## config.mk

```make
export PLATFORM = sky130hd
export DESIGN_NAME = bin2bcd_conv
export DESIGN_NICKNAME = d
export VERILOG_FILES = /design/src/rtl/bin2bcd_pkg.sv /design/src/rtl/bcd_adj3.sv /design/src/rtl/bin2bcd_conv.sv
export SDC_FILE = /design/constraint.sdc
export NUM_CORES = 1
export LEC_CHECK = 0
export CAP_MARGIN = 20
export CORE_ASPECT_RATIO = 0.5
export CORE_MARGIN = 1
export CORE_UTILIZATION = 30
export DETAILED_ROUTE_END_ITERATION = 12
export GPL_TIMING_DRIVEN = 1
export MAX_ROUTING_LAYER = met4
export PLACE_DENSITY = 0.55
export SLEW_MARGIN = 20
export SYNTH_ARGS = -nofsm -noshare
export SYNTH_HDL_FRONTEND = slang
export SYNTH_SLANG_ARGS = --single-unit
```

## constraint.sdc

```tcl
create_clock -name clk -period 4.9 [get_ports clk]
set_input_delay 0.98 -clock clk [delete_from_list [all_inputs] [get_ports clk]]
set_output_delay 0.98 -clock clk [all_outputs]
set_load 0.01 [all_outputs]
```

## src/rtl/bin2bcd_pkg.sv

```systemverilog
// Shared definitions for the sequential binary-to-BCD converter:
// FSM state encoding, default sizing, the double-dabble correction constants
// and the nibble code the display stage renders as a blank digit.
package bin2bcd_pkg;

    typedef enum logic [1:0] {
        ST_IDLE  = 2'd0,
        ST_SHIFT = 2'd1,
        ST_FIN   = 2'd2
    } state_t;

    localparam int DEF_WIDTH  = 32;
    localparam int DEF_DIGITS = 10;

    // A digit >= 5 would overflow past 9 once doubled, so it is pre-corrected by +3.
    localparam logic [3:0] ADJ_THRESH = 4'd5;
    localparam logic [3:0] ADJ_INC    = 4'd3;

    localparam logic [3:0] BLANK_NIBBLE = 4'hF;

endpackage

```

## src/rtl/bcd_adj3.sv

```systemverilog
// Single-digit double-dabble correction: a digit of 5..9 gets +3 before the
// register shifts. The largest result is 12, so 4 bits never wrap.
module bcd_adj3
    import bin2bcd_pkg::*;
(
    input  logic [3:0] din,
    output logic [3:0] dout
);

    assign dout = (din >= ADJ_THRESH) ? (din + ADJ_INC) : din;

endmodule

```

## src/rtl/bin2bcd_conv.sv

```systemverilog
// Sequential binary-to-BCD converter (shift-and-add-3, one bit per clock).
// A start in IDLE captures bin_in; WIDTH shift iterations follow; the FIN
// state transfers the BCD field to bcd_out and pulses done for one cycle.
// Optional build macro BIN2BCD_BLANK_EN: leading zero digits above the most
// significant non-zero digit are replaced by 4'hF (digit 0 is never blanked),
// and the reset value of bcd_out becomes the blanked-zero pattern.
module bin2bcd_conv
    import bin2bcd_pkg::*;
#(
    parameter int WIDTH  = DEF_WIDTH,
    parameter int DIGITS = DEF_DIGITS
) (
    input  logic                  clk,
    input  logic                  rst,
    input  logic [WIDTH-1:0]      bin_in,
    input  logic                  start,
    output logic                  busy,
    output logic                  done,
    output logic [4*DIGITS-1:0]   bcd_out
);

    localparam int BCD_W = 4 * DIGITS;
    localparam int REG_W = BCD_W + WIDTH;
    localparam int CNT_W = $clog2(WIDTH + 1);
    localparam logic [CNT_W-1:0] CNT_LAST = CNT_W'(WIDTH - 1);

`ifdef BIN2BCD_BLANK_EN
    localparam logic [BCD_W-1:0] BCD_RST = {{(DIGITS-1){BLANK_NIBBLE}}, 4'h0};
`else
    localparam logic [BCD_W-1:0] BCD_RST = '0;
`endif

    state_t             state;
    state_t             state_nxt;
    logic [CNT_W-1:0]   cnt;
    logic [REG_W-1:0]   work;
    logic [REG_W-1:0]   work_adj;
    logic [BCD_W-1:0]   bcd_adj;
    logic [BCD_W-1:0]   bcd_fin;

    // Per-digit +3 correction on the BCD fields sitting above the binary part.
    for (genvar g = 0; g < DIGITS; g++) begin : g_adj
        bcd_adj3 u_adj (
            .din  (work[WIDTH + 4*g +: 4]),
            .dout (bcd_adj[4*g +: 4])
        );
    end

    // The binary part passes unchanged; the whole register then shifts left by one.
    assign work_adj = {bcd_adj, work[WIDTH-1:0]};

`ifdef BIN2BCD_BLANK_EN
    // Scan from the top digit down, blanking zeros until the first non-zero digit.
    function automatic logic [BCD_W-1:0] blank_lead(input logic [BCD_W-1:0] v);
        logic [BCD_W-1:0] r;
        logic             seen;
        r    = v;
        seen = 1'b0;
        for (int i = DIGITS - 1; i >= 1; i--) begin
            if (!seen && (v[4*i +: 4] == 4'h0)) begin
                r[4*i +: 4] = BLANK_NIBBLE;
            end else begin
                seen = 1'b1;
            end
        end
        return r;
    endfunction

    assign bcd_fin = blank_lead(work[REG_W-1:WIDTH]);
`else
    assign bcd_fin = work[REG_W-1:WIDTH];
`endif

    // State register.
    always_ff @(posedge clk or posedge rst) begin
        if (rst) begin
            state <= ST_IDLE;
        end else begin
            state <= state_nxt;
        end
    end

    // Next-state logic: start is only looked at in IDLE, so requests while busy are dropped.
    always_comb begin
        state_nxt = state;
        case (state)
            ST_IDLE:  if (start) state_nxt = ST_SHIFT;
            ST_SHIFT: if (cnt == CNT_LAST) state_nxt = ST_FIN;
            ST_FIN:   state_nxt = ST_IDLE;
            default:  state_nxt = ST_IDLE;
        endcase
    end

    // Control and result registers: busy, done pulse, iteration counter, bcd_out.
    always_ff @(posedge clk or posedge rst) begin
        if (rst) begin
            busy    <= 1'b0;
            done    <= 1'b0;
            cnt     <= '0;
            bcd_out <= BCD_RST;
        end else begin
            done <= 1'b0;
            case (state)
                ST_IDLE: begin
                    if (start) begin
                        busy <= 1'b1;
                        cnt  <= '0;
                    end
                end
                ST_SHIFT: begin
                    cnt <= cnt + 1'b1;
                end
                ST_FIN: begin
                    bcd_out <= bcd_fin;
                    done    <= 1'b1;
                    busy    <= 1'b0;
                end
                default: begin
                    busy <= 1'b0;
                end
            endcase
        end
    end

    // Working register: loaded on an accepted start, corrected and shifted in SHIFT.
    always_ff @(posedge clk) begin
        if (state == ST_IDLE && start) begin
            work <= {{BCD_W{1'b0}}, bin_in};
        end else if (state == ST_SHIFT) begin
            work <= work_adj << 1;
        end
    end

endmodule

```

==> impl_metrics.env, run 1 <==
export IMPL_crit_slowest_cell="clkinv_2"
export IMPL_place_ws_ns=1.88
export IMPL_ys_seq_area_frac=0.543
export IMPL_h_tree_depth=4
export IMPL_layout_drive_gt1_share=0.192
export IMPL_slew_limit_headroom=0.327
export IMPL_worstPathRequired_ns=5.20
export IMPL_worstPathCellList="clkdlybuf4s50_1 -> o21bai_2 -> buf_4 -> clkinv_2 -> o221ai_1"
export IMPL_die_w_um=194
export IMPL_min_path_type="register to register"
export IMPL_die_h_um=98.1
export IMPL_fmax_ghz=0.365
export IMPL_ys_types=34
export IMPL_clk_path_buf_depth=2
export IMPL_synthArstFlopShare=0.410
export IMPL_first_pass_iters=4
export IMPL_reg2reg_depth=4
export IMPL_ys_warn_count=0
export IMPL_critPathMaxStageDelay_ns=0.71
export IMPL_hpwl_mm=7.50
export IMPL_globalplace_congestion=0.789
export IMPL_numClockSinks=122
export IMPL_critPathTopFamily="buffers and inverters"
export IMPL_ys_ff_latch=122
export IMPL_grt_pass1_wl_mm=19.1
export IMPL_whs_path_depth=2
export IMPL_cts_tree="done"
export IMPL_synth_area_per_cell_um2=11.9
export IMPL_synth_cells=465
export IMPL_first_iter_violations=182
export IMPL_cts_setup_buffers=0
export IMPL_finalCritPeriodShare=0.560
export IMPL_crit_fanout=52
export IMPL_period_needed_ns=2.74
export IMPL_synthesis_area_um2=5550
export IMPL_drc=0
export IMPL_rsz0062_at_grt="false"
export IMPL_stdcell_area_um2=7110
export IMPL_final_nets=601
export IMPL_initial_utilization=0.313
export IMPL_syn_num_nets=521
export IMPL_io_pins=77
export IMPL_postRouteAntennaNets=0
export IMPL_postCtsHoldBufs=0
export IMPL_clkLatencyLatePin_ns=0.40
export IMPL_cp_num_buf_inv=3
export IMPL_dieArea_um2=19100
export IMPL_worst_pin_slew_ns=1.01
export IMPL_setup_viol=0
export IMPL_pwr_density_cell_nw_per_um2=562
export IMPL_path_depth=5
export IMPL_viasPerCell=4.80
export IMPL_drv_cap=0
export IMPL_fin_ws_ns=2.16
export IMPL_timing_hold_ws_ns=0.484
export IMPL_core_um2=17700
export IMPL_post_dp_cell_area_um2=6570
export IMPL_vias=3803
export IMPL_fin_tns_setup_ns=0
export IMPL_grt_overflow=0
export IMPL_worstSetupEndpointType="register"
export IMPL_diodes=0
export IMPL_status="completed"
export IMPL_ir_drop_mv=0.185
export IMPL_wl_mm=11.2
export IMPL_area_delta_synth_final_pct=28.2
export IMPL_finalHoldViolCount=0
export IMPL_rows=34
export IMPL_grt_max_degree=53
export IMPL_report_final_slew_viol_count=0
export IMPL_grt_pass1_vias=3792
export IMPL_wl_per_cell_um=14.1
export IMPL_arrival_ns=3.04
export IMPL_numCtsBuffers=17
export IMPL_portBuffers=76
export IMPL_grt_usage=0.130
export IMPL_clkSlewWorstSetupHoldPaths_ns=0.06
export IMPL_fillers=1647
export IMPL_power_leakage_uw=0.00301
export IMPL_cts_root_buf="clkbuf_16"
export IMPL_fin_skew_ns=0.00997
export IMPL_crit_path_start_kind="primary input"
export IMPL_ys_flop_type="dfrtp_1"
export IMPL_path_class="primary input to register"
export IMPL_cts_resized=0
export IMPL_grt_antenna_before_repair=0
export IMPL_synth_edf_count=32
==> cell families after synthesis <==
family	count (synthesis)	share of synthesized area
AOI/OAI and AO/OA	97	0.125
xor gates and xnor gates	10	0.0158
adders and majority gates	21	0.0474
buffers and inverters	63	0.0489
DFF	122	0.543
muxes	73	0.148
and+or+nand+nor	79	0.0717
==> through the flow <==
stage	util	power (uW)	std cells
detailed placement	0.370	2880	760
floorplan	-	2550	465
finish	0.401	3990	792
CTS	0.401	4030	792
global placement	0.369	2850	759
global route	0.401	4290	792
==> Yosys cell counts (9+ instances only) <==
| cell type | count | share of area |
|---|---|---|
| a21oi_1 | 11 | 0.0099 |
| buf_2 | 10 | 0.0090 |
| dfrtp_1 | 50 | 0.23 |
| dfxtp_1 | 40 | 0.14 |
| edfxtp_1 | 32 | 0.17 |
| ha_1 | 21 | 0.047 |
| inv_1 | 43 | 0.029 |
| mux2_2 | 66 | 0.13 |
| nand2_1 | 24 | 0.016 |
| nand2b_1 | 13 | 0.015 |
| nand3_1 | 12 | 0.011 |
| nor2_1 | 11 | 0.0074 |
| nor2b_1 | 11 | 0.012 |
| o2111ai_1 | 20 | 0.032 |
| o211ai_1 | 10 | 0.014 |
| o21a_1 | 10 | 0.014 |
| o21ai_0 | 24 | 0.022 |
| o221ai_1 | 10 | 0.016 |
| o32ai_1 | 9 | 0.014 |
| xnor2_1 | 9 | 0.014 |
==> metal layers <==
| metal | vias to the layer above | global-route usage | share of wire |
|---|---|---|---|
| met2 | 63 | 0.189 | 0.44 |
| met4 | 0 | 0.0458 | 0.0084 |
| met5 | - | - | 0 |
| met1 | 1880 | 0.171 | 0.51 |
| met3 | 11 | 0.0370 | 0.043 |
| li1 | 1849 | - | - |
==> registers in the layout (all words and copies together), names as in the netlist <==
| name | flops |
|---|---|
| bcd_out | 40 |
| busy | 1 |
| cnt | 6 |
| done | 1 |
| state | 2 |
| work | 72 |
==> worst register-to-register path, stage by stage (launching register included) <==
cell      delay (ns)
dfrtp_1         0.48
o21bai_2        0.17
buf_4           0.25
clkinv_2        0.72
o221ai_1        0.53
==> cell type report <==
class | count | area (um2) | share of cell area
clock inverters | 11 | 70.1 | 0.00986
repair buffers | 81 | 818 | 0.115
well taps | 234 | 293 | 0.0412
clock buffers | 21 | 472 | 0.0663
inverters | 43 | 164 | 0.0231
flip-flops and latches | 122 | 3010 | 0.424
multi-input cells | 280 | 2280 | 0.321
==> worst paths after layout <==
check                                      from                      end  slack [ns]
max                                       start    work[61]$_SDFFE_PP0P_        2.16
min                          work[31]$_DFFE_PP_    work[32]$_SDFFE_PP0P_        0.48
max reg2reg                state[1]$_DFFE_PP0P_    work[61]$_SDFFE_PP0P_        2.65
min reg2reg                  work[31]$_DFFE_PP_    work[32]$_SDFFE_PP0P_        0.48
max in group asynchronous                   rst  bcd_out[18]$_DFFE_PP0P_        3.30
min in group asynchronous                   rst  bcd_out[39]$_DFFE_PP0P_        1.06
==> power breakdown <==
group          internal, uW  switching [uW]
registers              1410             239
logic                   601             613
clock network           686             447
total                  2700            1300
==> layout by cell type (no fill, tap or decap), types with 2 or more instances in the layout <==
cell type         n
clkinv_2          7
nand2_1          24
o32ai_1           9
mux2i_1           2
clkbuf_16        18
o21a_1           10
mux2_2           66
clkbuf_1          2
buf_4             4
inv_1            41
o2111ai_1        20
inv_4             2
o221ai_1         10
nand2b_1         13
mux2_1            5
nand3_1          12
nor2_1           11
clkdlybuf4s50_1  76
o211ai_1         10
clkinv_4          2
ha_1             21
xnor2_1           9
nor2b_1          10
clkinvlp_4        2
a21oi_1          11
nor3b_1           2
dfxtp_1          40
dfrtp_1          50
o21ai_0          24
edfxtp_1         32
(Power assumes the default switching activity.)
==> run 2: changes to the inputs <==
==> constraint.sdc (replaced) <==
create_clock -name clk -period 2.65 [get_ports clk]
set_input_delay 0.53 -clock clk [delete_from_list [all_inputs] [get_ports clk]]
set_output_delay 0.53 -clock clk [all_outputs]
set_load 0.01 [all_outputs]
==> run 2 against run 1 <==
Clock skew is 0.0025 ns lower. Critical path type is now register to primary output. Register-to-register slack lost 1.7 ns. Clock power grew 90%. Power up 87%. Count of clock-buffer cells in the layout is 2 lower. Via count is 0.47% lower. Sequential share of layout area fell by 0.27 points. Cell count grew 0.25%. Global-route usage is 0.15 points higher. Design area is 0.63% higher.
==> impl_metrics.env, run 2 (synthesized netlist as in run 1, its figures left out) <==
export IMPL_status="completed"
export IMPL_finalCritPeriodShare=0.699
export IMPL_regArea_um2=3010
export IMPL_portBuffers=76
export IMPL_placedCellCount=762
export IMPL_grt_usage=0.131
export IMPL_critPathTopFamily="buffers and inverters"
export IMPL_drv_cap=0
export IMPL_power_uw=7460
export IMPL_dieArea_um2=19100
export IMPL_period_needed_ns=1.85
export IMPL_initial_utilization=0.313
export IMPL_grt_antenna_before_repair=0
export IMPL_crit_path_start_kind="register"
export IMPL_vias=3785
export IMPL_final_common_cell="clkdlybuf4s50_1"
export IMPL_crit_fanout=2
export IMPL_whs_path_depth=1
export IMPL_die_w_um=194
export IMPL_globalplace_congestion=0.793
export IMPL_h_tree_depth=4
export IMPL_pwr_density_cell_nw_per_um2=1040
export IMPL_cts_tree="done"
export IMPL_drc=0
export IMPL_cts_setup_buffers=0
export IMPL_arrival_ns=1.32
export IMPL_crit_slowest_cell="clkdlybuf4s50_1"
export IMPL_path_depth=1
export IMPL_path_class="register to primary output"
export IMPL_fmax_ghz=0.540
export IMPL_grt_overflow=0
export IMPL_finalHoldViolCount=0
export IMPL_fin_tns_setup_ns=0
export IMPL_final_nets=603
export IMPL_worst_pin_slew_ns=0.933
export IMPL_power_leakage_uw=0.00303
export IMPL_critPathMaxStageDelay_ns=0.56
export IMPL_viasPerCell=4.77
export IMPL_setup_viol=0
export IMPL_rsz0062_at_grt="false"
export IMPL_grt_pass1_wl_mm=19.1
export IMPL_top_regs="work (72), bcd_out (40), cnt (6)"
export IMPL_worstSetupEndpointType="primary output"
export IMPL_clk_path_buf_depth=2
export IMPL_rows=34
export IMPL_fillers=1685
export IMPL_worstPathRequired_ns=2.12
export IMPL_cp_num_buf_inv=1
export IMPL_grt_pass1_vias=3789
export IMPL_instances_no_fill=794
export IMPL_numClockSinks=122
export IMPL_slew_limit_headroom=0.378
export IMPL_multiInputGateArea_um2=2280
export IMPL_die_h_um=98.1
export IMPL_cts_root_buf="clkbuf_16"
export IMPL_hpwl_mm=7.31
export IMPL_postRouteAntennaNets=0
export IMPL_mostFrequentLayoutCells="clkdlybuf4s50_1 (76), mux2_2 (66), dfrtp_1 (50)"
export IMPL_largest_register="work"
export IMPL_worstPathCellList="clkdlybuf4s50_1"
export IMPL_min_path_type="register to register"
export IMPL_cts_resized=0
export IMPL_first_iter_violations=141
export IMPL_reg2reg_depth=4
export IMPL_layout_drive_gt1_share=0.198
export IMPL_grt_max_degree=51
export IMPL_diodes=0
export IMPL_wl_per_cell_um=14.3
export IMPL_area_delta_synth_final_pct=29.0
export IMPL_postCtsHoldBufs=0
export IMPL_largest_reg_flops=72
export IMPL_clkLatencyLatePin_ns=0.40
export IMPL_timing_hold_ws_ns=0.482
export IMPL_ir_drop_mv=0.461
export IMPL_report_final_slew_viol_count=0
export IMPL_numCtsBuffers=17
export IMPL_io_pins=77
export IMPL_wl_mm=11.3
export IMPL_first_pass_iters=4
export IMPL_clkSlewWorstSetupHoldPaths_ns=0.06
export IMPL_core_um2=17700
export IMPL_fin_skew_ns=0.00742
-- run 2: routing by layer --
layer	part of all wire	track usage	routed length, um
met1	0.50	0.165	5710
met2	0.46	0.200	5190
met3	0.032	0.0387	364
met4	0.0071	0.0482	80
met5	0	-	0
-- run 2: worst register-to-register path: cells and delay by family, from the launching register on --
kind	cells	cell delay, ns
AOI/OAI and AO/OA	2	0.34
buffers and inverters	1	0.47
DFF	1	0.48
and+or+nand+nor	1	0.33
-- run 2: path summary, 6_finish.rpt --
kind / from / end / slack [ns]
max in group asynchronous: rst / bcd_out[16]$_DFFE_PP0P_ / 1.59
hold reg to reg: busy$_DFFE_PP0P_ / busy$_DFFE_PP0P_ / 0.48
hold / removal: busy$_DFFE_PP0P_ / busy$_DFFE_PP0P_ / 0.48
min in group asynchronous: rst / bcd_out[31]$_DFFE_PP0P_ / 0.62
setup reg to reg: state[0]$_DFFE_PP0P_ / work[37]$_SDFFE_PP0P_ / 0.95
setup / recovery: bcd_out[7]$_DFFE_PP0P_ / bcd_out[7] / 0.80
-- run 2: stage by stage --
stage | setup slack [ns] | cell area [um2] | utilization
5_1_grt | 0.740 | 7150 | 0.403
6_report | 0.797 | 7150 | 0.403
2_1_floorplan | 0.919 | 5550 | -
3_5_place_dp | 0.435 | 6600 | 0.372
4_1_cts | 0.767 | 7150 | 0.403
3_3_place_gp | 0.439 | 6600 | 0.372
-- run 2: final cells by class --
type | instances | area share
Clock buffer | 19 | 0.0649
Clock inverter | 13 | 0.0129
Inverter | 43 | 0.0226
Multi-Input combinational cell | 280 | 0.319
Sequential cell | 122 | 0.421
Tap cell | 234 | 0.0409
Timing Repair Buffer | 83 | 0.119
-- run 2: power breakdown --
part	switching (uW)	internal, uW
registers	451	2600
clock network	876	1280
logic	1120	1130
==> run 3: changes to the inputs <==
--- a/config.mk
+++ b/config.mk
@@ -12,7 +12,7 @@
 export DETAILED_ROUTE_END_ITERATION = 12
 export GPL_TIMING_DRIVEN = 1
 export MAX_ROUTING_LAYER = met4
-export PLACE_DENSITY = 0.55
+export PLACE_DENSITY = 0.57
 export SLEW_MARGIN = 20
 export SYNTH_ARGS = -nofsm -noshare
 export SYNTH_HDL_FRONTEND = slang
==> constraint.sdc (replaced) <==
create_clock -name clk -period 1.5 [get_ports clk]
set_input_delay 0.3 -clock clk [delete_from_list [all_inputs] [get_ports clk]]
set_output_delay 0.3 -clock clk [all_outputs]
set_load 0.01 [all_outputs]
==> run 3 against run 2 <==
The run now ends with negative setup slack left. Largest cell class unchanged. Sequential power up 75%. Register-to-register slack worse by 1.0 ns. Critical path depth up 3. Clock power up 92%. Utilization up 2.9 points. Clock skew up 0.0011 ns. Cell count up 3.8%. Global-route usage up 0.40 points. Count of clock-buffer cells in the layout up 1. Via count up 3.9%. Combinational power up 100%. Die area unchanged.
==> impl_metrics.env, run 3 (synthesized netlist as in run 1, its figures left out) <==
export IMPL_power_uw=14000
export IMPL_grt_pass1_wl_mm=19.8
export IMPL_critPathMaxStageDelay_ns=0.43
export IMPL_diodes=0
export IMPL_worst_pin_slew_ns=0.284
export IMPL_layout_drive_gt1_share=0.249
export IMPL_h_tree_depth=4
export IMPL_finalHoldViolCount=0
export IMPL_min_path_type="primary input to asynchronous set/reset pin"
export IMPL_rows=34
export IMPL_initial_utilization=0.313
export IMPL_fmax_ghz=0.647
export IMPL_cts_tree="done"
export IMPL_report_final_slew_viol_count=0
export IMPL_portBuffers=76
export IMPL_dieArea_um2=19100
export IMPL_fin_ws_ns=-0.0452
export IMPL_numCtsBuffers=17
export IMPL_worstPathCellList="nor3b_4 -> buf_6 -> clkbuf_16 -> mux2_4"
export IMPL_timing_hold_ws_ns=0.319
export IMPL_first_pass_iters=4
export IMPL_top_regs="work (72), bcd_out (40), cnt (6)"
export IMPL_grt_antenna_before_repair=0
export IMPL_numClockSinks=122
export IMPL_viasPerCell=4.77
export IMPL_io_pins=77
export IMPL_vias=3932
export IMPL_arrival_ns=1.70
export IMPL_cts_root_buf="clkbuf_16"
export IMPL_ir_drop_mv=0.657
export IMPL_grt_pass1_vias=3984
export IMPL_status="complete, but fails checks"
export IMPL_violations="negative setup slack"
export IMPL_wl_per_cell_um=15.2
export IMPL_globalplace_congestion=0.810
export IMPL_largest_reg_flops=72
export IMPL_postCtsHoldBufs=0
export IMPL_power_leakage_uw=0.00351
export IMPL_die_h_um=98.1
export IMPL_fillers=1651
export IMPL_postRouteAntennaNets=0
export IMPL_worstPathRequired_ns=1.66
export IMPL_clkLatencyLatePin_ns=0.41
export IMPL_grt_max_degree=51
export IMPL_slew_limit_headroom=0.811
export IMPL_rsz0062_at_grt="true"
export IMPL_crit_fanout=4
export IMPL_clkSlewWorstSetupHoldPaths_ns=0.06
export IMPL_hpwl_mm=7.59
export IMPL_finalCritPeriodShare=1.03
export IMPL_path_class="register to register"
export IMPL_first_iter_violations=211
export IMPL_area_delta_synth_final_pct=38.3
export IMPL_worstSetupEndpointType="register"
export IMPL_die_w_um=194
export IMPL_final_nets=633
export IMPL_clk_path_buf_depth=2
export IMPL_mostFrequentLayoutCells="dfrtp_1 (49), mux2_2 (47), dlygate4sd2_1 (42)"
export IMPL_final_common_cell="dfrtp_1"
export IMPL_largest_register="work"
export IMPL_post_route_util=0.433
export IMPL_core_um2=17700
export IMPL_period_needed_ns=1.55
export IMPL_wl_mm=12.5
export IMPL_drc=0
export IMPL_crit_slowest_cell="dfrtp_2"
export IMPL_crit_path_start_kind="register"
export IMPL_drv_cap=0
export IMPL_setup_viol=33
export IMPL_pwr_density_cell_nw_per_um2=1820
export IMPL_grt_usage=0.135
export IMPL_grt_overflow=0
export IMPL_fin_skew_ns=0.00855
==> run 3: cell type report <==
class	instances	area [um2]	area share
sequential	122	3020	0.393
multi-input combinational	280	2380	0.310
timing repair buffer	113	1220	0.159
clock buffer	20	468	0.0610
tap	234	293	0.0382
inverter	43	165	0.0215
clock inverter	12	136	0.0178
==> run 3: power by group <==
part	internal (uW)	switching (uW)	total, uW
Combinational	2350	2150	4500
Sequential	4600	739	5340
Clock	2600	1530	4130
==> run 3: worst max-delay path, delay by kind of cell (launching register included) <==
kind,cells,cell delay [ns]
DFF,1,0.43
buffers and inverters,2,0.34
muxes,1,0.29
and+or+nand+nor,1,0.24
==> run 3: per-layer routing <==
metal / share of wire / global-route usage
met5: 0 / -
met4: 0.014 / 0.0488
met3: 0.039 / 0.0339
met2: 0.45 / 0.201
met1: 0.50 / 0.178
==> run 3: repair_timing <==
action | 4_1_cts | 5_1_grt
buffers inserted | 6 | 2
pin swaps | 0 | 2
cloned | 2 | 5
endpoints found under the setup margin | 80 | 46
gates resized for setup | 46 | 28
==> run 3: per-stage QoR <==
| step | cells | setup WS [ns] | TNS [ns] | instance area, um2 |
|---|---|---|---|---|
| 5_1_grt | 824 | -0.0985 | -3.03 | 7670 |
| 4_1_cts | 818 | -0.0933 | -1.41 | 7450 |
| 2_1_floorplan | 465 | 0.00940 | 0 | 5570 |
| 6_report | 824 | -0.0452 | -0.969 | 7670 |
| 3_5_place_dp | 778 | -0.431 | -21.37 | 6780 |
| 3_3_place_gp | 778 | -0.422 | -20.48 | 6780 |
==> run 3: worst paths after layout <==
check / cells after the start / endpoint / slack [ns] / from
worst max register to register: 4 / work[5]$_DFFE_PP_ / -0.05 / state[1]$_DFFE_PP0P_
max in group asynchronous: 3 / state[1]$_DFFE_PP0P_ / 0.92 / rst
worst min register to register: 1 / bcd_out[9]$_DFFE_PP0P_ / 0.48 / bcd_out[9]$_DFFE_PP0P_
worst min-delay path: 3 / bcd_out[38]$_DFFE_PP0P_ / 0.32 / rst
min in group clk: 1 / bcd_out[9]$_DFFE_PP0P_ / 0.48 / bcd_out[9]$_DFFE_PP0P_
worst max-delay path: 4 / work[5]$_DFFE_PP_ / -0.05 / state[1]$_DFFE_PP0P_
